**src/rtl/alu_seq_pkg.sv**
```systemverilog
// Shared ALU operation encodings, FSM state type and op-class helper.
// Pure type/function package: no latency. No backpressure.
// Unknown 4-bit encodings (13..15) are treated as illegal by consumers.
package alu_seq_pkg;

    typedef enum logic [3:0] {
        ALU_ADD  = 4'd0,
        ALU_SUB  = 4'd1,
        ALU_AND  = 4'd2,
        ALU_OR   = 4'd3,
        ALU_XOR  = 4'd4,
        ALU_SLL  = 4'd5,
        ALU_SRL  = 4'd6,
        ALU_SRA  = 4'd7,
        ALU_SLT  = 4'd8,
        ALU_SLTU = 4'd9,
        ALU_MUL  = 4'd10,
        ALU_DIVU = 4'd11,
        ALU_REMU = 4'd12
    } alu_op_e;

    typedef enum logic [1:0] {
        ST_IDLE = 2'd0,
        ST_BUSY = 2'd1,
        ST_DONE = 2'd2
    } alu_state_e;

    function automatic logic is_iterative(input alu_op_e op);
        return (op == ALU_MUL) || (op == ALU_DIVU) || (op == ALU_REMU);
    endfunction

endpackage

```
**src/rtl/alu_muldiv_iter.sv**
```systemverilog
// Iterative shift-add multiplier / restoring divider on one 2*WIDTH accumulator.
// Latency: WIDTH cycles after start; done_o flags the final iteration edge.
// No backpressure: caller must capture res_o in the cycle done_o is high.
module alu_muldiv_iter
    import alu_seq_pkg::*;
#(
    parameter int WIDTH = 32
) (
    input  logic             clk,
    input  logic             rst_n,
    input  logic             start_i,
    input  alu_op_e          op_i,
    input  logic [WIDTH-1:0] a_i,
    input  logic [WIDTH-1:0] b_i,
    output logic             busy_o,
    output logic             done_o,
    output logic [WIDTH-1:0] res_o
);

    localparam int CW = $clog2(WIDTH) + 1;

    logic [2*WIDTH-1:0] acc_q, acc_d;
    logic [WIDTH-1:0]   b_q;
    logic [CW-1:0]      cnt_q;
    logic               busy_q, div_q, rem_q;
    logic [WIDTH:0]     msum, rshift, rdiff;

    // Multiply: {hi,lo} with multiplier in lo, shift right each step.
    // Divide: {rem,quo} with dividend in quo, shift left and trial-subtract.
    always_comb begin
        msum   = {1'b0, acc_q[2*WIDTH-1:WIDTH]} + (acc_q[0] ? {1'b0, b_q} : '0);
        rshift = acc_q[2*WIDTH-1:WIDTH-1];
        rdiff  = rshift - {1'b0, b_q};
        acc_d  = {msum, acc_q[WIDTH-1:1]};
        if (div_q) begin
            if (rdiff[WIDTH]) begin
                acc_d = {rshift[WIDTH-1:0], acc_q[WIDTH-2:0], 1'b0};
            end else begin
                acc_d = {rdiff[WIDTH-1:0], acc_q[WIDTH-2:0], 1'b1};
            end
        end
    end

    assign busy_o = busy_q;
    assign done_o = busy_q && (cnt_q == CW'(WIDTH - 1));
    assign res_o  = rem_q ? acc_d[2*WIDTH-1:WIDTH] : acc_d[WIDTH-1:0];

    always_ff @(posedge clk or negedge rst_n) begin
        if (!rst_n) begin
            acc_q  <= '0;
            b_q    <= '0;
            cnt_q  <= '0;
            busy_q <= 1'b0;
            div_q  <= 1'b0;
            rem_q  <= 1'b0;
        end else if (start_i) begin
            acc_q  <= {{WIDTH{1'b0}}, a_i};
            b_q    <= b_i;
            cnt_q  <= '0;
            busy_q <= 1'b1;
            div_q  <= (op_i != ALU_MUL);
            rem_q  <= (op_i == ALU_REMU);
        end else if (busy_q) begin
            acc_q <= acc_d;
            cnt_q <= cnt_q + CW'(1);
            if (done_o) begin
                busy_q <= 1'b0;
            end
        end
    end

endmodule

```
**src/rtl/alu_seq.sv**
```systemverilog
// Handshaked integer ALU: 1-cycle ops plus optional iterative MUL/DIVU/REMU.
// Latency: 1 cycle for simple ops, WIDTH+1 cycles for iterative ops.
// Backpressure: in_ready drops while busy or while a result is held unconsumed.
module alu_seq
    import alu_seq_pkg::*;
#(
    parameter int WIDTH         = 32,
    parameter bit ENABLE_MULDIV = 1'b1
) (
    input  logic             clk,
    input  logic             rst_n,
    input  logic             in_valid,
    output logic             in_ready,
    input  logic [WIDTH-1:0] src_a,
    input  logic [WIDTH-1:0] src_b,
    input  alu_op_e          alu_op,
    output logic             out_valid,
    input  logic             out_ready,
    output logic [WIDTH-1:0] result,
    output logic             err
);

    localparam int SHW = $clog2(WIDTH);

    alu_state_e       state_q;
    logic [WIDTH-1:0] result_q;
    logic             err_q;
    logic             accept, go_busy;
    logic             md_busy, md_done;
    logic [WIDTH-1:0] md_res;
    logic [WIDTH-1:0] alu_res;
    logic             alu_err;
    logic [SHW-1:0]   shamt;

    assign in_ready  = (state_q == ST_IDLE) || ((state_q == ST_DONE) && out_ready);
    assign out_valid = (state_q == ST_DONE);
    assign result    = result_q;
    assign err       = err_q;
    assign accept    = in_valid && in_ready;
    assign go_busy   = ENABLE_MULDIV && is_iterative(alu_op);
    assign shamt     = src_b[SHW-1:0];

    // Disabled mul/div encodings land in default alongside unknown codes.
    always_comb begin
        alu_res = '0;
        alu_err = 1'b0;
        case (alu_op)
            ALU_ADD:  alu_res = src_a + src_b;
            ALU_SUB:  alu_res = src_a - src_b;
            ALU_AND:  alu_res = src_a & src_b;
            ALU_OR:   alu_res = src_a | src_b;
            ALU_XOR:  alu_res = src_a ^ src_b;
            ALU_SLL:  alu_res = src_a << shamt;
            ALU_SRL:  alu_res = src_a >> shamt;
            ALU_SRA:  alu_res = $signed(src_a) >>> shamt;
            ALU_SLT:  alu_res = {{(WIDTH-1){1'b0}}, $signed(src_a) < $signed(src_b)};
            ALU_SLTU: alu_res = {{(WIDTH-1){1'b0}}, src_a < src_b};
            default:  alu_err = 1'b1;
        endcase
    end

    if (ENABLE_MULDIV) begin : g_md
        alu_muldiv_iter #(.WIDTH(WIDTH)) u_md (
            .clk     (clk),
            .rst_n   (rst_n),
            .start_i (accept && go_busy),
            .op_i    (alu_op),
            .a_i     (src_a),
            .b_i     (src_b),
            .busy_o  (md_busy),
            .done_o  (md_done),
            .res_o   (md_res)
        );
    end else begin : g_no_md
        assign md_busy = 1'b0;
        assign md_done = 1'b0;
        assign md_res  = '0;
    end

    always_ff @(posedge clk or negedge rst_n) begin
        if (!rst_n) begin
            state_q  <= ST_IDLE;
            result_q <= '0;
            err_q    <= 1'b0;
        end else if (accept) begin
            state_q <= go_busy ? ST_BUSY : ST_DONE;
            if (!go_busy) begin
                result_q <= alu_res;
                err_q    <= alu_err;
            end
        end else if ((state_q == ST_BUSY) && md_busy && md_done) begin
            state_q  <= ST_DONE;
            result_q <= md_res;
            err_q    <= 1'b0;
        end else if ((state_q == ST_DONE) && out_ready) begin
            state_q <= ST_IDLE;
        end
    end

endmodule

```
**config.mk**
```make
export PLATFORM = sky130hd
export DESIGN_NAME = alu_seq
export DESIGN_NICKNAME = d
export VERILOG_FILES = /design/src/rtl/alu_seq_pkg.sv /design/src/rtl/alu_muldiv_iter.sv /design/src/rtl/alu_seq.sv
export SDC_FILE = /design/constraint.sdc
export NUM_CORES = 1
export LEC_CHECK = 0
export CORE_ASPECT_RATIO = 1.4
export CORE_UTILIZATION = 40
export CTS_BUF_LIST = sky130_fd_sc_hd__clkbuf_16
export CTS_CLUSTER_SIZE = 10
export DETAILED_ROUTE_END_ITERATION = 8
export GPL_TIMING_DRIVEN = 0
export HOLD_SLACK_MARGIN = 0.05
export PLACE_DENSITY = 0.68
export RECOVER_POWER = 25
export SLEW_MARGIN = 20
export SYNTH_ARGS = -nofsm -noshare
export SYNTH_HDL_FRONTEND = slang
export SYNTH_SLANG_ARGS = --single-unit
export TNS_END_PERCENT = 100
```
**constraint.sdc**
```tcl
create_clock -name clk -period 3.9 [get_ports clk]
set_input_delay 0.975 -clock clk [delete_from_list [all_inputs] [get_ports clk]]
set_output_delay 0.975 -clock clk [all_outputs]
set_load 0.02 [all_outputs]
```
Word level (Yosys, flattened, before mapping)
Index checks and enable logic that the tools add are counted.
Widths: inputs -> output; s select.
- register bits: 140
- input bits: 72
- word-level logic and storage cells: 78
- add/subtract/negate cells: 5
- $lt $le $gt $ge: 2
- equal/unequal tests: 17
- shift-type cells: 3
- mux-type cells: 23
- bitwise logic cells: 3
- reduce and logical (&&, ||, !) cells: 16
- operator list (kind ; count):
    $pmux 32 s10 ; 1
    $mux 64 ; 4
    $mux 32 ; 5
    $lt 32x32->1 ; 2
    $add 32x33->33 ; 1
    $sub 33x32->33 ; 1
    $add 32x32->32 ; 1
    $and 32x32->32 ; 1
    $or 32x32->32 ; 1
    $shl 32x5->32 ; 1
    $shr 32x5->32 ; 1
    $sshr 32x5->32 ; 1
    $sub 32x32->32 ; 1
    $xor 32x32->32 ; 1
    $eq 4x4->1 const B ; 5
    $eq 4x3->1 const B ; 4
    $mux 6 ; 2
    $reduce_or 10->1 ; 1
    $eq 4x2->1 const B ; 2
    $mux 2 ; 4
    $mux 1 ; 7
    $add 6x1->6 const B ; 1
    $eq 6x5->1 const B ; 1
    $logic_and 1x1->1 ; 6
    other kinds (11) ; 14

Logic depth before layout (Yosys ltp)
- depth in word-level cells: 6
- depth in mapped cells: 16
- depth with buffers taken out: 14

Cells and area by module
Synthesis repeated with hierarchy kept, for this count alone.
- cell total of the unflattened synthesis: 2597
- area, all modules: 19728.9 sq um
- by module, submodules not included (module ; times used ; cells an instance ; area each (sq um) ; sequential area each (sq um)):
    alu_seq ; 1 ; 1436 ; 10443.8 ; 875.8
    alu_muldiv_iter ; 1 ; 1161 ; 9285.2 ; 2627.5

Least setup slack after synthesis
OpenSTA, ideal clock, no wires.
- kind: input port to flip-flop
- start point: input port src_b[1]
- end point: register result_q[26], in the netlist result[26]
- library setup time: 0.126 ns
- data arrival time: 4.418 ns
- data required time: 3.774 ns
- setup slack: -0.645 ns
- cell stages on the path: 15
- cells stage by stage: buf_2 > inv_2 > buf_1 > buf_1 > fa_1 > nor2b_1 > o21ai_0 > a211oi_1 > o21ai_1 > o41ai_2 > a21oi_1 > xor2_1 > a221oi_1 > a21oi_1 > a311o_1
- word-level cells in the longest chain between the ends: 4
- elaborated cells between the ends (all ways): 8
- classes of those cells: add/sub (2); shift (3); mux (3)
- RTL lines (element ; line ; source):
    from (decl) ; alu_seq.sv:15 ; input logic [WIDTH-1:0] src_b,
    $sub 32x32->32, or another cell as far along ; alu_seq.sv:49 ; ALU_SUB: alu_res = src_a - src_b;
    $pmux 32 s10 * ; alu_seq.sv:47 ; case (alu_op)
    $mux 32 * ; alu_seq.sv:87 ; if (!go_busy) begin
    $mux 32 * ; alu_seq.sv:85 ; end else if (accept) begin
    to (signal assigned) ; alu_seq.sv:88 ; result_q <= alu_res;
    to (signal assigned) ; alu_seq.sv:93 ; result_q <= md_res;
    to (decl) ; alu_seq.sv:26 ; logic [WIDTH-1:0] result_q;
Mark *: on every way between the ends. The rest lies on a longest branch, timed or not. The select of a mux whose other input is x is not followed.
A chain may end at the register's enable or synchronous reset.

Final worst setup path
- start point: register g_md.u_md.acc_q[0]
- end point: register result_q[24], in the netlist result[24]
- word-level cells in the longest chain between the ends: 6
- RTL lines (element ; line ; source):
    from (decl) ; alu_muldiv_iter.sv:22 ; logic [2*WIDTH-1:0] acc_q, acc_d;
    from (signal assigned) ; alu_muldiv_iter.sv:57 ; acc_q <= {{WIDTH{1'b0}}, a_i};
    $mux 32 ; alu_muldiv_iter.sv:31 ; msum = {1'b0, acc_q[2*WIDTH-1:WIDTH]} + (acc_q[0] ? {1'b0, b_q} : '0);
    $add 32x33->33 ; alu_muldiv_iter.sv:31 ;
    $mux 64 ; alu_muldiv_iter.sv:35 ; if (div_q) begin
    $mux 32 ; alu_muldiv_iter.sv:46 ; assign res_o = rem_q ? acc_d[2*WIDTH-1:WIDTH] : acc_d[WIDTH-1:0];
    $mux 32 ; alu_seq.sv:91 ; end else if ((state_q == ST_BUSY) && md_busy && md_done) begin
    $mux 32 ; alu_seq.sv:85 ;
Every way passes these cells. The select of a mux whose other input is x is not followed.

==> out/summary.json <==
{
  "status": {"value": "finished, violations left"},
  "violations": {"value": "capacitance limit, slew limit, setup timing"},
  "worst_hold_startpoint": {"value": "err"},
  "pwr-share-seq": {"value": 28.4, "unit": "%"},
  "post-layout-total-power": {"value": 5.11, "unit": "mW"},
  "yosys.cell_types.count": {"value": 88},
  "max-clock-path-buffers": {"value": 2},
  "slew_headroom": {"value": -24.0, "unit": "%"},
  "worst-slew-pin-transition": {"value": 1.86, "unit": "ns"},
  "setup-violations-final": {"value": 8},
  "die_area": {"value": 50100, "unit": "µm²"},
  "route.detailed.vias_per_inst": {"value": 6.93},
  "p_sw_share": {"value": 39.6, "unit": "%"},
  "io_buffers": {"value": 103},
  "grt_pass1_vias": {"value": 23690},
  "power.share.clock": {"value": 33.8, "unit": "%"},
  "antenna_found_initial": {"value": 0},
  "final_antenna_net_count": {"value": 0},
  "worst_r2r_startpoint": {"value": "g_md.u_md.acc_q[0]"},
  "post_route_cells_drive_above_1_share": {"value": 19.2, "unit": "%"},
  "final-hold-violation-count": {"value": 0},
  "dr.first_iter.drc_count": {"value": 2475},
  "i_o_pin_cnt": {"value": 107},
  "global_route_wire_length_before_repair": {"value": 164000, "unit": "µm"},
  "startpoint_type": {"value": "flop"},
  "pre_cts_slack": {"value": -2.27, "unit": "ns"},
  "cp_data_required_time": {"value": 4.27, "unit": "ns"},
  "core_area": {"value": 48300, "unit": "µm²"},
  "dominant_register_cell_in_the_synthesized_netlist": {"value": "sky130_fd_sc_hd__dfrtp_1"},
  "final_period_minus_worst_setup_slack": {"value": 4.00, "unit": "ns"},
  "wl_per_cell": {"value": 33.8, "unit": "µm"},
  "place_area": {"value": 21700, "unit": "µm²"},
  "async_set_reset_flop_share_out_of_synthesis": {"value": 100, "unit": "%"},
  "p_switching": {"value": 2.02, "unit": "mW"},
  "worst_hold_stages": {"value": 2},
  "worstPathMaxFanout": {"value": 10},
  "grt_setup_unrepaired": {"value": "true"},
  "synth-edff-count": {"value": 0},
  "dp.final_hpwl": {"value": 91100, "unit": "µm"},
  "count_of_unresolved_drc_violations_after_routing": {"value": 0},
  "grt.total_usage": {"value": 45.7, "unit": "%"},
  "cts.reportedPaths.clkPinSlew": {"value": 0.07, "unit": "ns"},
  "final.setup.tns": {"value": -0.330, "unit": "ns"},
  "cts_tree": {"value": "done"},
  "cts-buffers-inserted": {"value": 17},
  "final_util": {"value": 50.1, "unit": "%"},
  "clock_sinks": {"value": 140},
  "grt_start_max_net_pins": {"value": 76},
  "synth_nets": {"value": 2846},
  "cts.root.buffer_cell": {"value": "sky130_fd_sc_hd__clkbuf_16"},
  "area_growth": {"value": 23.0, "unit": "%"},
  "combPwrFrac": {"value": 37.8, "unit": "%"},
  "gp_congestion": {"value": 1.04},
  "clock.fmax": {"value": 250, "unit": "MHz"},
  "max_cap_viols": {"value": 1},
  "post-route-cell-area": {"value": 24200, "unit": "µm²"},
  "drt_pass1_iterations": {"value": 8},
  "htree_levels": {"value": 4},
  "grt.overflow.total": {"value": 0},
  "syn-cell-area": {"value": 19700, "unit": "µm²"},
  "cellInternalPower": {"value": 3.09, "unit": "mW"},
  "reg2reg_to": {"value": "result[24]"},
  "initial_core_util": {"value": 40.8, "unit": "%"},
  "final.period_utilization": {"value": 103, "unit": "%"},
  "pwr_density_cell": {"value": 211, "unit": "nW/µm²"},
  "syn-instance-count": {"value": 2605},
  "final_net_count": {"value": 3045},
  "timing_max_transition_violations_final": {"value": 67},
  "hold_class": {"value": "flop to flop"},
  "floorplan.die.width": {"value": 189, "unit": "µm"},
  "fin_ws": {"value": -0.0981, "unit": "ns"},
  "via_count": {"value": 23885},
  "synth_seq_area_share": {"value": 17.8, "unit": "%"},
  "dieHeight": {"value": 264, "unit": "µm"},
  "rows": {"value": 95},
  "power_leakage": {"value": 9.87, "unit": "nW"},
  "min_delay_worst_endpoint": {"value": "err"},
  "power.ir.vdd_worst": {"value": 0.000328, "unit": "V"},
  "ff2ff_path_depth": {"value": 14},
  "critical_path_arrival": {"value": 4.37, "unit": "ns"},
  "synth.ff_latch_count": {"value": 140},
  "wl": {"value": 116000, "unit": "µm"},
  "synth_area_per_cell": {"value": 7.55, "unit": "µm²"},
  "reg2reg_slack": {"value": -0.1, "unit": "ns"},
  "finalClockSkew": {"value": 0.0142, "unit": "ns"},
  "clock_latency": {"value": 0.46, "unit": "ns"},
  "timing_worst_setup_path_type": {"value": "flop to flop"},
  "synthesis.yosys.warnings": {"value": 0},
  "worst_setup_path_end_kind": {"value": "flop"},
  "cts_hold_buffers": {"value": 0}
}
==> per-layer routing <==
metal  wire length, µm  global-route usage, %
met1             37500                   45.0
met2             55000                   77.1
met3              9090                   8.66
met4             14900                   49.8
met5                 0                      0
==> through the flow <==
stage / std cells / hold slack, ns
floorplan: 2605 / 0.470
global placement: 3338 / 0.479
detailed placement: 3340 / 0.490
CTS: 3431 / 0.502
global route: 3447 / 0.534
finish: 3448 / 0.514
==> flip-flops by register name, indices dropped and copies added (netlist names) <==
name,count
result,32
state_q,2
err,1
g_md.u_md.div_q,1
g_md.u_md.b_q,32
g_md.u_md.rem_q,1
g_md.u_md.acc_q,64
g_md.u_md.busy_o,1
g_md.u_md.cnt_q,6
==> critical path, cell delays in order, from the launching register on <==
cell and delay [ns]:
sky130_fd_sc_hd__dfrtp_2 0.51, sky130_fd_sc_hd__clkbuf_2 0.24, sky130_fd_sc_hd__and2_1 0.18, sky130_fd_sc_hd__ha_1 0.26
sky130_fd_sc_hd__clkbuf_1 0.26, sky130_fd_sc_hd__and4_1 0.35, sky130_fd_sc_hd__nand2_1 0.10, sky130_fd_sc_hd__o31ai_2 0.29
sky130_fd_sc_hd__a21bo_2 0.23, sky130_fd_sc_hd__a221o_1 0.39, sky130_fd_sc_hd__a31oi_1 0.22, sky130_fd_sc_hd__xnor2_1 0.32
sky130_fd_sc_hd__nand2_1 0.18, sky130_fd_sc_hd__o221ai_1 0.24, sky130_fd_sc_hd__o21bai_1 0.14
==> synth_stat cells, drive strengths merged (45+ instances only) <==
cell type	instances	share of area (%)
a211oi	47	1.8
a21oi	216	5.5
and2	48	1.5
buf	52	1.3
clkbuf	132	2.5
dfrtp	140	18
ha	165	10
inv	144	2.8
mux2i	91	4.6
mux4	45	5.2
nand2	278	5.3
nor2	231	4.4
nor3	45	1.1
o211ai	65	2.5
o21ai	249	6.3
xnor2	49	2.2
==> power by group through the flow <==
stage | registers, mW | clock network, mW | logic (mW)
finish | 1.45 | 1.73 | 1.93
floorplan | 1.48 | 0 | 0.897
global placement | 1.48 | 0 | 1.56
CTS | 1.45 | 1.72 | 1.78
global route | 1.45 | 1.78 | 1.99
detailed placement | 1.48 | 0 | 1.56
==> layout by cell type (no fill, tap or decap), drive strengths merged, types with 21 or more instances in the layout <==
| cell | count |
|---|---|
| inv | 150 |
| xnor2 | 49 |
| a221oi | 22 |
| a21o | 39 |
| nand2b | 26 |
| mux4 | 45 |
| clkbuf | 149 |
| a31oi | 33 |
| a22oi | 21 |
| clkdlybuf4s50 | 51 |
| o221ai | 24 |
| dfrtp | 140 |
| and2 | 48 |
| nand2 | 278 |
| nor2 | 231 |
| nand4 | 24 |
| o22ai | 21 |
| a211oi | 47 |
| ha | 165 |
| o21ai | 249 |
| mux2 | 36 |
| a21oi | 216 |
| nand3 | 40 |
| xor2 | 21 |
| mux2i | 91 |
| buf | 162 |
| o211ai | 65 |
| nor3 | 45 |
| o21bai | 22 |
==> logic make-up after synthesis <==
logic type / synth area share, %
AOI/OAI and AO/OA: 31.3
and+or+nand+nor: 18.4
buffers and inverters: 6.63
muxes: 11.8
adders and majority gates: 10.9
DFF: 17.8
xor gates and xnor gates: 3.12
==> layout make-up <==
cell class | count | area, µm²
Fill cell | 4846 | 24100
Multi-Input combinational cell | 2135 | 16000
Sequential cell | 140 | 3510
Timing Repair Buffer | 195 | 1690
Buffer | 169 | 1050
Tap cell | 630 | 788
Inverter | 146 | 589
Clock buffer | 17 | 425
Clock inverter | 15 | 174
Antenna cell | 1 | 2.50
==> repair_timing <==
item	4_1_cts	5_1_grt
endpoints found under the setup margin	95	60
gates cloned	1	0
pin swaps	47	36
hold endpoints to repair	0	0
gates resized for setup	396	188
buffers inserted	66	26
==> worst max path at each step <==
stage,end,slack [ns],startpoint
3_3_place_gp,g_md.u_md.b_q[6],-4.03,rst_n
6_report,result[24],-0.1,g_md.u_md.acc_q[0]
3_5_place_dp,result[22],-2.27,src_b[3]
2_1_floorplan,result[23],-0.07,src_b[4]
5_1_grt,result[24],-0.10,g_md.u_md.acc_q[0]
4_1_cts,result[23],-0.14,src_b[1]
Power figures use the tool's default switching activity.
